--- src/rtl/lisnoc_router_input_vc_pkg.sv ---
// Shared definitions for the LISNoC router input port: flit type codes, route
// selection constants and the per-lane route-stage state encoding.
package lisnoc_router_input_vc_pkg;

  localparam int FLIT_TYPE_W = 2;

  localparam logic [1:0] FLIT_PAYLOAD = 2'b00;
  localparam logic [1:0] FLIT_HEADER  = 2'b01;
  localparam logic [1:0] FLIT_LAST    = 2'b10;
  localparam logic [1:0] FLIT_SINGLE  = 2'b11;

  localparam logic SELECT_NONE = 1'b0;

  typedef enum logic [1:0] {
    ST_IDLE   = 2'b00,
    ST_ACTIVE = 2'b01,
    ST_DROP   = 2'b10
  } lane_state_e;

endpackage

--- src/rtl/lisnoc_router_input_vc_lane.sv ---
// One virtual-channel lane: link FIFO plus registered route stage with packet-level route locking.
// Optional macro LISNOC_INPUT_BYPASS_EN lets a flit skip an empty FIFO straight into the route stage.
module lisnoc_router_input_vc_lane
  import lisnoc_router_input_vc_pkg::*;
#(
  parameter int DATA_W    = 32,
  parameter int TYPE_W    = 2,
  parameter int DEST_W    = 5,
  parameter int PORTS     = 5,
  parameter int DEPTH     = 4,
  parameter int NUM_DESTS = 1,
  parameter logic [PORTS*NUM_DESTS-1:0] LOOKUP = {(PORTS*NUM_DESTS){SELECT_NONE}},
  localparam int FW = DATA_W + TYPE_W,
  localparam int CW = $clog2(DEPTH + 1),
  localparam int PW = $clog2(DEPTH)
) (
  input  logic             i_clk,
  input  logic             i_rst,
  input  logic             i_link_valid,
  input  logic [FW-1:0]    i_link_flit,
  output logic             o_link_ready,
  output logic [PORTS-1:0] o_switch_request,
  output logic [FW-1:0]    o_switch_flit,
  input  logic [PORTS-1:0] i_switch_read,
  output logic [CW-1:0]    o_fill,
  output logic             o_err_dest,
  output logic             o_err_orphan
);

  logic [FW-1:0]    r_mem [DEPTH];
  logic [PW-1:0]    r_wptr;
  logic [PW-1:0]    r_rptr;
  logic [CW-1:0]    r_count;
  lane_state_e      r_state;
  logic             r_stage_valid;
  logic [FW-1:0]    r_stage_flit;
  logic [PORTS-1:0] r_route_dir;
  logic [PORTS-1:0] r_req;
  logic             r_err_dest;
  logic             r_err_orphan;

  logic             w_full;
  logic             w_consume;
  logic             w_stage_free;
  logic             w_bypass;
  logic             w_src_valid;
  logic [FW-1:0]    w_src_flit;
  logic             w_pop;
  logic             w_rd;
  logic             w_wr;
  logic [TYPE_W-1:0] w_type;
  logic [DEST_W-1:0] w_dest;
  logic [PORTS-1:0] w_dir;
  logic             w_is_route;
  logic             w_is_header;
  logic             w_is_last;

  function automatic logic [PORTS-1:0] f_lookup(input logic [DEST_W-1:0] dest);
    logic [PORTS-1:0] dir;
    dir = {PORTS{1'b0}};
    for (int d = 0; d < NUM_DESTS; d++) begin
      if (int'(dest) == d) dir = LOOKUP[(NUM_DESTS-1-d)*PORTS +: PORTS];
    end
    return dir;
  endfunction

  function automatic logic [PW-1:0] f_inc(input logic [PW-1:0] ptr);
    return (ptr == PW'(DEPTH - 1)) ? {PW{1'b0}} : ptr + PW'(1);
  endfunction

  assign w_full       = (r_count == CW'(DEPTH));
  assign o_link_ready = ~w_full;
  assign w_consume    = r_stage_valid & (|(i_switch_read & r_req));
  assign w_stage_free = ~r_stage_valid | w_consume;

`ifdef LISNOC_INPUT_BYPASS_EN
  assign w_bypass = (r_count == {CW{1'b0}}) & i_link_valid & w_stage_free;
`else
  assign w_bypass = 1'b0;
`endif

  assign w_src_valid = (r_count != {CW{1'b0}}) | w_bypass;
  assign w_src_flit  = w_bypass ? i_link_flit : r_mem[r_rptr];
  assign w_pop       = w_src_valid & w_stage_free;
  assign w_rd        = w_pop & ~w_bypass;
  assign w_wr        = i_link_valid & ~w_full & ~w_bypass;

  assign w_type      = w_src_flit[FW-1 -: TYPE_W];
  assign w_dest      = w_src_flit[DATA_W-1 -: DEST_W];
  assign w_dir       = f_lookup(w_dest);
  assign w_is_header = (w_type == TYPE_W'(FLIT_HEADER));
  assign w_is_last   = (w_type == TYPE_W'(FLIT_LAST));
  assign w_is_route  = w_is_header | (w_type == TYPE_W'(FLIT_SINGLE));

  // FIFO storage; contents are don't-care while the count says empty
  always_ff @(posedge i_clk) begin
    if (w_wr) r_mem[r_wptr] <= i_link_flit;
  end

  // FIFO pointers, route-stage FSM and sticky error flags
  always_ff @(posedge i_clk) begin
    if (i_rst) begin
      r_wptr        <= {PW{1'b0}};
      r_rptr        <= {PW{1'b0}};
      r_count       <= {CW{1'b0}};
      r_state       <= ST_IDLE;
      r_stage_valid <= 1'b0;
      r_stage_flit  <= {FW{1'b0}};
      r_route_dir   <= {PORTS{1'b0}};
      r_req         <= {PORTS{1'b0}};
      r_err_dest    <= 1'b0;
      r_err_orphan  <= 1'b0;
    end else begin
      if (w_wr) r_wptr <= f_inc(r_wptr);
      if (w_rd) r_rptr <= f_inc(r_rptr);
      r_count <= r_count + {{(CW-1){1'b0}}, w_wr} - {{(CW-1){1'b0}}, w_rd};

      if (w_consume) begin
        r_stage_valid <= 1'b0;
        r_req         <= {PORTS{1'b0}};
      end

      // a load below overrides the clear above, giving back-to-back flits
      if (w_pop) begin
        case (r_state)
          ST_IDLE: begin
            if (w_is_route) begin
              if (w_dir != {PORTS{1'b0}}) begin
                r_stage_valid <= 1'b1;
                r_stage_flit  <= w_src_flit;
                r_req         <= w_dir;
                r_route_dir   <= w_dir;
                if (w_is_header) r_state <= ST_ACTIVE;
              end else begin
                r_err_dest <= 1'b1;
                if (w_is_header) r_state <= ST_DROP;
              end
            end else begin
              r_err_orphan <= 1'b1;
            end
          end
          ST_ACTIVE: begin
            r_stage_valid <= 1'b1;
            r_stage_flit  <= w_src_flit;
            r_req         <= r_route_dir;
            if (w_is_last) r_state <= ST_IDLE;
          end
          ST_DROP: begin
            if (w_is_last) r_state <= ST_IDLE;
          end
          default: r_state <= ST_IDLE;
        endcase
      end
    end
  end

  assign o_switch_request = r_req;
  assign o_switch_flit    = r_stage_flit;
  assign o_fill           = r_count;
  assign o_err_dest       = r_err_dest;
  assign o_err_orphan     = r_err_orphan;

endmodule

--- src/rtl/lisnoc_router_input_vc.sv ---
// LISNoC router input port: one independent lane per virtual channel, buses sliced per VC.
// Optional macro LISNOC_INPUT_BYPASS_EN enables the empty-FIFO bypass in every lane.
module lisnoc_router_input_vc
  import lisnoc_router_input_vc_pkg::*;
#(
  parameter int flit_data_width = 32,
  parameter int flit_type_width = 2,
  parameter int ph_dest_width   = 5,
  parameter int vchannels       = 2,
  parameter int ports           = 5,
  parameter int fifo_length     = 4,
  parameter int num_dests       = 1,
  parameter logic [ports*num_dests-1:0] lookup = {(ports*num_dests){SELECT_NONE}},
  localparam int flit_width = flit_data_width + flit_type_width,
  localparam int fill_width = $clog2(fifo_length + 1)
) (
  input  logic                            i_clk,
  input  logic                            i_rst,
  input  logic [flit_width*vchannels-1:0] i_link_flit,
  input  logic [vchannels-1:0]            i_link_valid,
  output logic [vchannels-1:0]            o_link_ready,
  output logic [ports*vchannels-1:0]      o_switch_request,
  output logic [flit_width*vchannels-1:0] o_switch_flit,
  input  logic [ports*vchannels-1:0]      i_switch_read,
  output logic [vchannels*fill_width-1:0] o_fifo_fill,
  output logic [vchannels-1:0]            o_err_dest,
  output logic [vchannels-1:0]            o_err_orphan
);

  for (genvar v = 0; v < vchannels; v++) begin : g_lane
    lisnoc_router_input_vc_lane #(
      .DATA_W    (flit_data_width),
      .TYPE_W    (flit_type_width),
      .DEST_W    (ph_dest_width),
      .PORTS     (ports),
      .DEPTH     (fifo_length),
      .NUM_DESTS (num_dests),
      .LOOKUP    (lookup)
    ) u_lane (
      .i_clk            (i_clk),
      .i_rst            (i_rst),
      .i_link_valid     (i_link_valid[v]),
      .i_link_flit      (i_link_flit[v*flit_width +: flit_width]),
      .o_link_ready     (o_link_ready[v]),
      .o_switch_request (o_switch_request[v*ports +: ports]),
      .o_switch_flit    (o_switch_flit[v*flit_width +: flit_width]),
      .i_switch_read    (i_switch_read[v*ports +: ports]),
      .o_fill           (o_fifo_fill[v*fill_width +: fill_width]),
      .o_err_dest       (o_err_dest[v]),
      .o_err_orphan     (o_err_orphan[v])
    );
  end

endmodule

--- config.mk ---
export PLATFORM = sky130hd
export DESIGN_NAME = lisnoc_router_input_vc
export DESIGN_NICKNAME = d
export VERILOG_FILES = /design/src/rtl/lisnoc_router_input_vc_pkg.sv /design/src/rtl/lisnoc_router_input_vc_lane.sv /design/src/rtl/lisnoc_router_input_vc.sv
export SDC_FILE = /design/constraint.sdc
export NUM_CORES = 1
export LEC_CHECK = 0
export ABC_AREA = 1
export CAP_MARGIN = 0
export CORE_ASPECT_RATIO = 1.1
export CORE_MARGIN = 3
export CORE_UTILIZATION = 38
export DETAILED_ROUTE_END_ITERATION = 6
export HOLD_SLACK_MARGIN = 0.05
export PLACE_DENSITY_LB_ADDON = 0.2
export SYNTH_ARGS = -nofsm -noshare
export SYNTH_HDL_FRONTEND = slang
export SYNTH_HIERARCHICAL = 1
export SYNTH_SLANG_ARGS = --single-unit
--- constraint.sdc ---
create_clock -name i_clk -period 3.2 [get_ports i_clk]
set_input_delay 0.32 -clock i_clk [delete_from_list [all_inputs] [get_ports i_clk]]
set_output_delay 0.32 -clock i_clk [all_outputs]
set_load 0.005 [all_outputs]
==> impl_metrics.json <==
{
  "synth_area_leader_cell": "buf_4",
  "cp_cell_sequence": "nor2_2 > nand2_2 > inv_1 > xor2_1 > ha_1 > inv_1 > fa_1 > inv_1 > o21ai_0 > a21oi_1",
  "portBuffers": 19,
  "cts_tree": "built",
  "ys_ff_latch": 40,
  "seq_area_frac_synth_pct": 40.0,
  "root_buffer": "clkbuf_8",
  "max_stage_delay_ns": 0.37,
  "maxCapViolCount": 0,
  "wl_per_cell_um": 8.43,
  "numCtsBuffers": 5,
  "synthFlopType": "dfxtp_1",
  "wirelength_um": 3200,
  "dpl.hpwl_um": 2540,
  "outcome": "finished, final reports clean",
  "syn-cell-area_um2": 2400,
  "gp_congestion": 0.776,
  "nNetsFinal": 398,
  "die_height_um": 89.4,
  "grt_util_all_layers_pct": 9.35,
  "cts_max_path_buffers": 2,
  "row_count": 29,
  "pre_cts_ws_ns": 1.20,
  "ys_warn_count": 6,
  "fin_crit_sh_pct": 58.7,
  "ant_nets": 0,
  "first_pass_iters": 4,
  "route.vias.total": 1462,
  "setup_ws_ns": 1.32,
  "crit_path_frequent_cell": "inv_1",
  "min_period_ns": 1.88,
  "pin_count": 172,
  "cp-end-kind": "register",
  "maxSlewViolCount": 0,
  "multi_input_area_um2": 1010,
  "num_antenna_cells": 0,
  "critPathLaunchType": "register",
  "synth_top_area_share_pct": 24.3,
  "fmax_mhz": 533,
  "async_flop_share_pct": 0,
  "finalHoldViolCount": 0,
  "rsz0062_at_grt": "no",
  "mostFrequentLayoutCells": "conb_1, nand2_1, inv_1, nor2_1, dfxtp_1",
  "crit_required_ns": 3.42,
  "crit_arrival_ns": 2.10,
  "fill_cells": 597,
  "syn_avg_cell_area_um2": 8.65,
  "cts.repair.resized": 0,
  "area_growth_pct": 4.06,
  "p_leak_nw": 1.24,
  "antenna_found_initial": 0,
  "clock_skew_ns": 0.00487,
  "ir_drop_mv": 0.479,
  "fin_hold_ws_ns": 0.452,
  "clk_latency_ns": 0.29,
  "worstSetupPathType": "register to register",
  "die_width_um": 81.9,
  "drt_iter0_markers": 34,
  "seqCellArea_um2": 961,
  "start_util_pct": 40.4,
  "cp_slowest_cell": "dfxtp_1",
  "post-route-drc-count": 0,
  "setup_viol": 0,
  "drive_gt1_share_pct": 7.26,
  "powerDensity_nw_per_um2": 795,
  "hold_buffers": 0,
  "core_area_um2": 5950,
  "synthCells": 278,
  "cts_sinks": 40,
  "grt_max_degree": 14,
  "synth_edf_count": 16,
  "avgViaCountPerCell": 3.85,
  "ys_types": 21,
  "cp_max_fo": 8,
  "cts_max_level": 2,
  "layout_commonest_cell": "conb_1",
  "grt_pass1_wl_um": 5250,
  "first_global_vias": 1250,
  "hold_path.class": "register to register",
  "ys_top_cells_by_area": "buf_4, dfxtp_1, edfxtp_1, ha_1, nand2_1",
  "tns_ns": 0,
  "gr-total-overflow": 0,
  "dieArea_um2": 7320,
  "clkSlewWorstSetupHoldPaths_ns": 0.08,
  "post_cts_buffers": 0
}
-- synthesized netlist by cell type (6+ instances only) --
cell type / number
buf_4: 78
nand2_1: 34
inv_1: 32
nor2_1: 30
dfxtp_1: 24
edfxtp_1: 16
ha_1: 12
a21oi_1: 10
nand3_1: 6
o21ai_0: 6
-- layer usage --
metal  share of wire [%]  routed length (um)  GRT usage [%]
met5                   0                   0              0
met4                 1.7                  53           4.23
met1                  43                1380           11.2
met3                  11                 352           3.23
met2                  44                1420           15.1
-- worst max-delay path: cells and delay by family, from the launching register on --
| kind | cells | cell delay, ns |
|---|---|---|
| adders and majority gates | 2 | 0.51 |
| DFF | 1 | 0.37 |
| and+or+nand+nor | 2 | 0.30 |
| buffers and inverters | 3 | 0.24 |
| AOI/OAI and AO/OA | 2 | 0.22 |
| xor gates and xnor gates | 1 | 0.17 |
-- flip-flops by register name, summed over array words and instances (netlist names), named ones only --
signal                      cells
g_lane.u_lane/o_err_dest        2
g_lane.u_lane/r_wptr            4
g_lane.u_lane/r_rptr            4
g_lane.u_lane/o_fill            6
g_lane.u_lane/o_err_orphan      2
g_lane.u_lane/r_state           2
g_lane.u_lane/r_mem            16
-- metrics by stage --
step | std cells | cell area (um2) | power, mW | util, %
finish | 380 | 2500 | 1.99 | 42.1
global placement | 372 | 2390 | 1.60 | 40.2
detailed placement | 372 | 2390 | 1.61 | 40.2
CTS | 380 | 2500 | 2.03 | 42.1
global route | 380 | 2500 | 2.21 | 42.1
floorplan | 354 | 2690 | 1.42 | -
-- logic make-up (layout without fill, tap and decap cells) --
group	Yosys count	in the layout	synth area share, %
buf+inv	114	63	30.0
fa+ha+maj	14	14	7.91
flops	40	40	40.0
other cells	2	78	0.312
simple gates	80	80	14.6
compound gates	24	24	5.83
xor+xnor	4	4	1.46
-- layout make-up --
type / instances / share of cell area [%]
Multi-Input combinational cell: 200 / 40.3
Timing Repair Buffer: 19 / 7.60
Tap cell: 77 / 3.85
Sequential cell: 40 / 38.4
Clock buffer: 5 / 2.75
Clock inverter: 3 / 1.70
Inverter: 36 / 5.40
-- path summary, 6_finish.rpt --
check                                          endpoint  cells past startpoint  slack, ns                                        from
max               g_lane[0].u_lane/o_fill[2]$_SDFF_PP0_                     10       1.32       g_lane[0].u_lane/o_fill[1]$_SDFF_PP0_
min          g_lane[0].u_lane/o_err_orphan$_SDFFE_PP0P_                      2       0.45  g_lane[0].u_lane/o_err_orphan$_SDFFE_PP0P_
max reg2reg       g_lane[0].u_lane/o_fill[2]$_SDFF_PP0_                     10       1.32       g_lane[0].u_lane/o_fill[1]$_SDFF_PP0_
min reg2reg  g_lane[0].u_lane/o_err_orphan$_SDFFE_PP0P_                      2       0.45  g_lane[0].u_lane/o_err_orphan$_SDFFE_PP0P_
-- report_power, final --
part | switching (mW) | internal [mW] | total, mW
Sequential | 0.115 | 0.681 | 0.796
Combinational | 0.434 | 0.356 | 0.790
Clock | 0.173 | 0.231 | 0.404
Total | 0.722 | 1.27 | 1.99
Note: power is estimated with default switching activity, not from simulation.
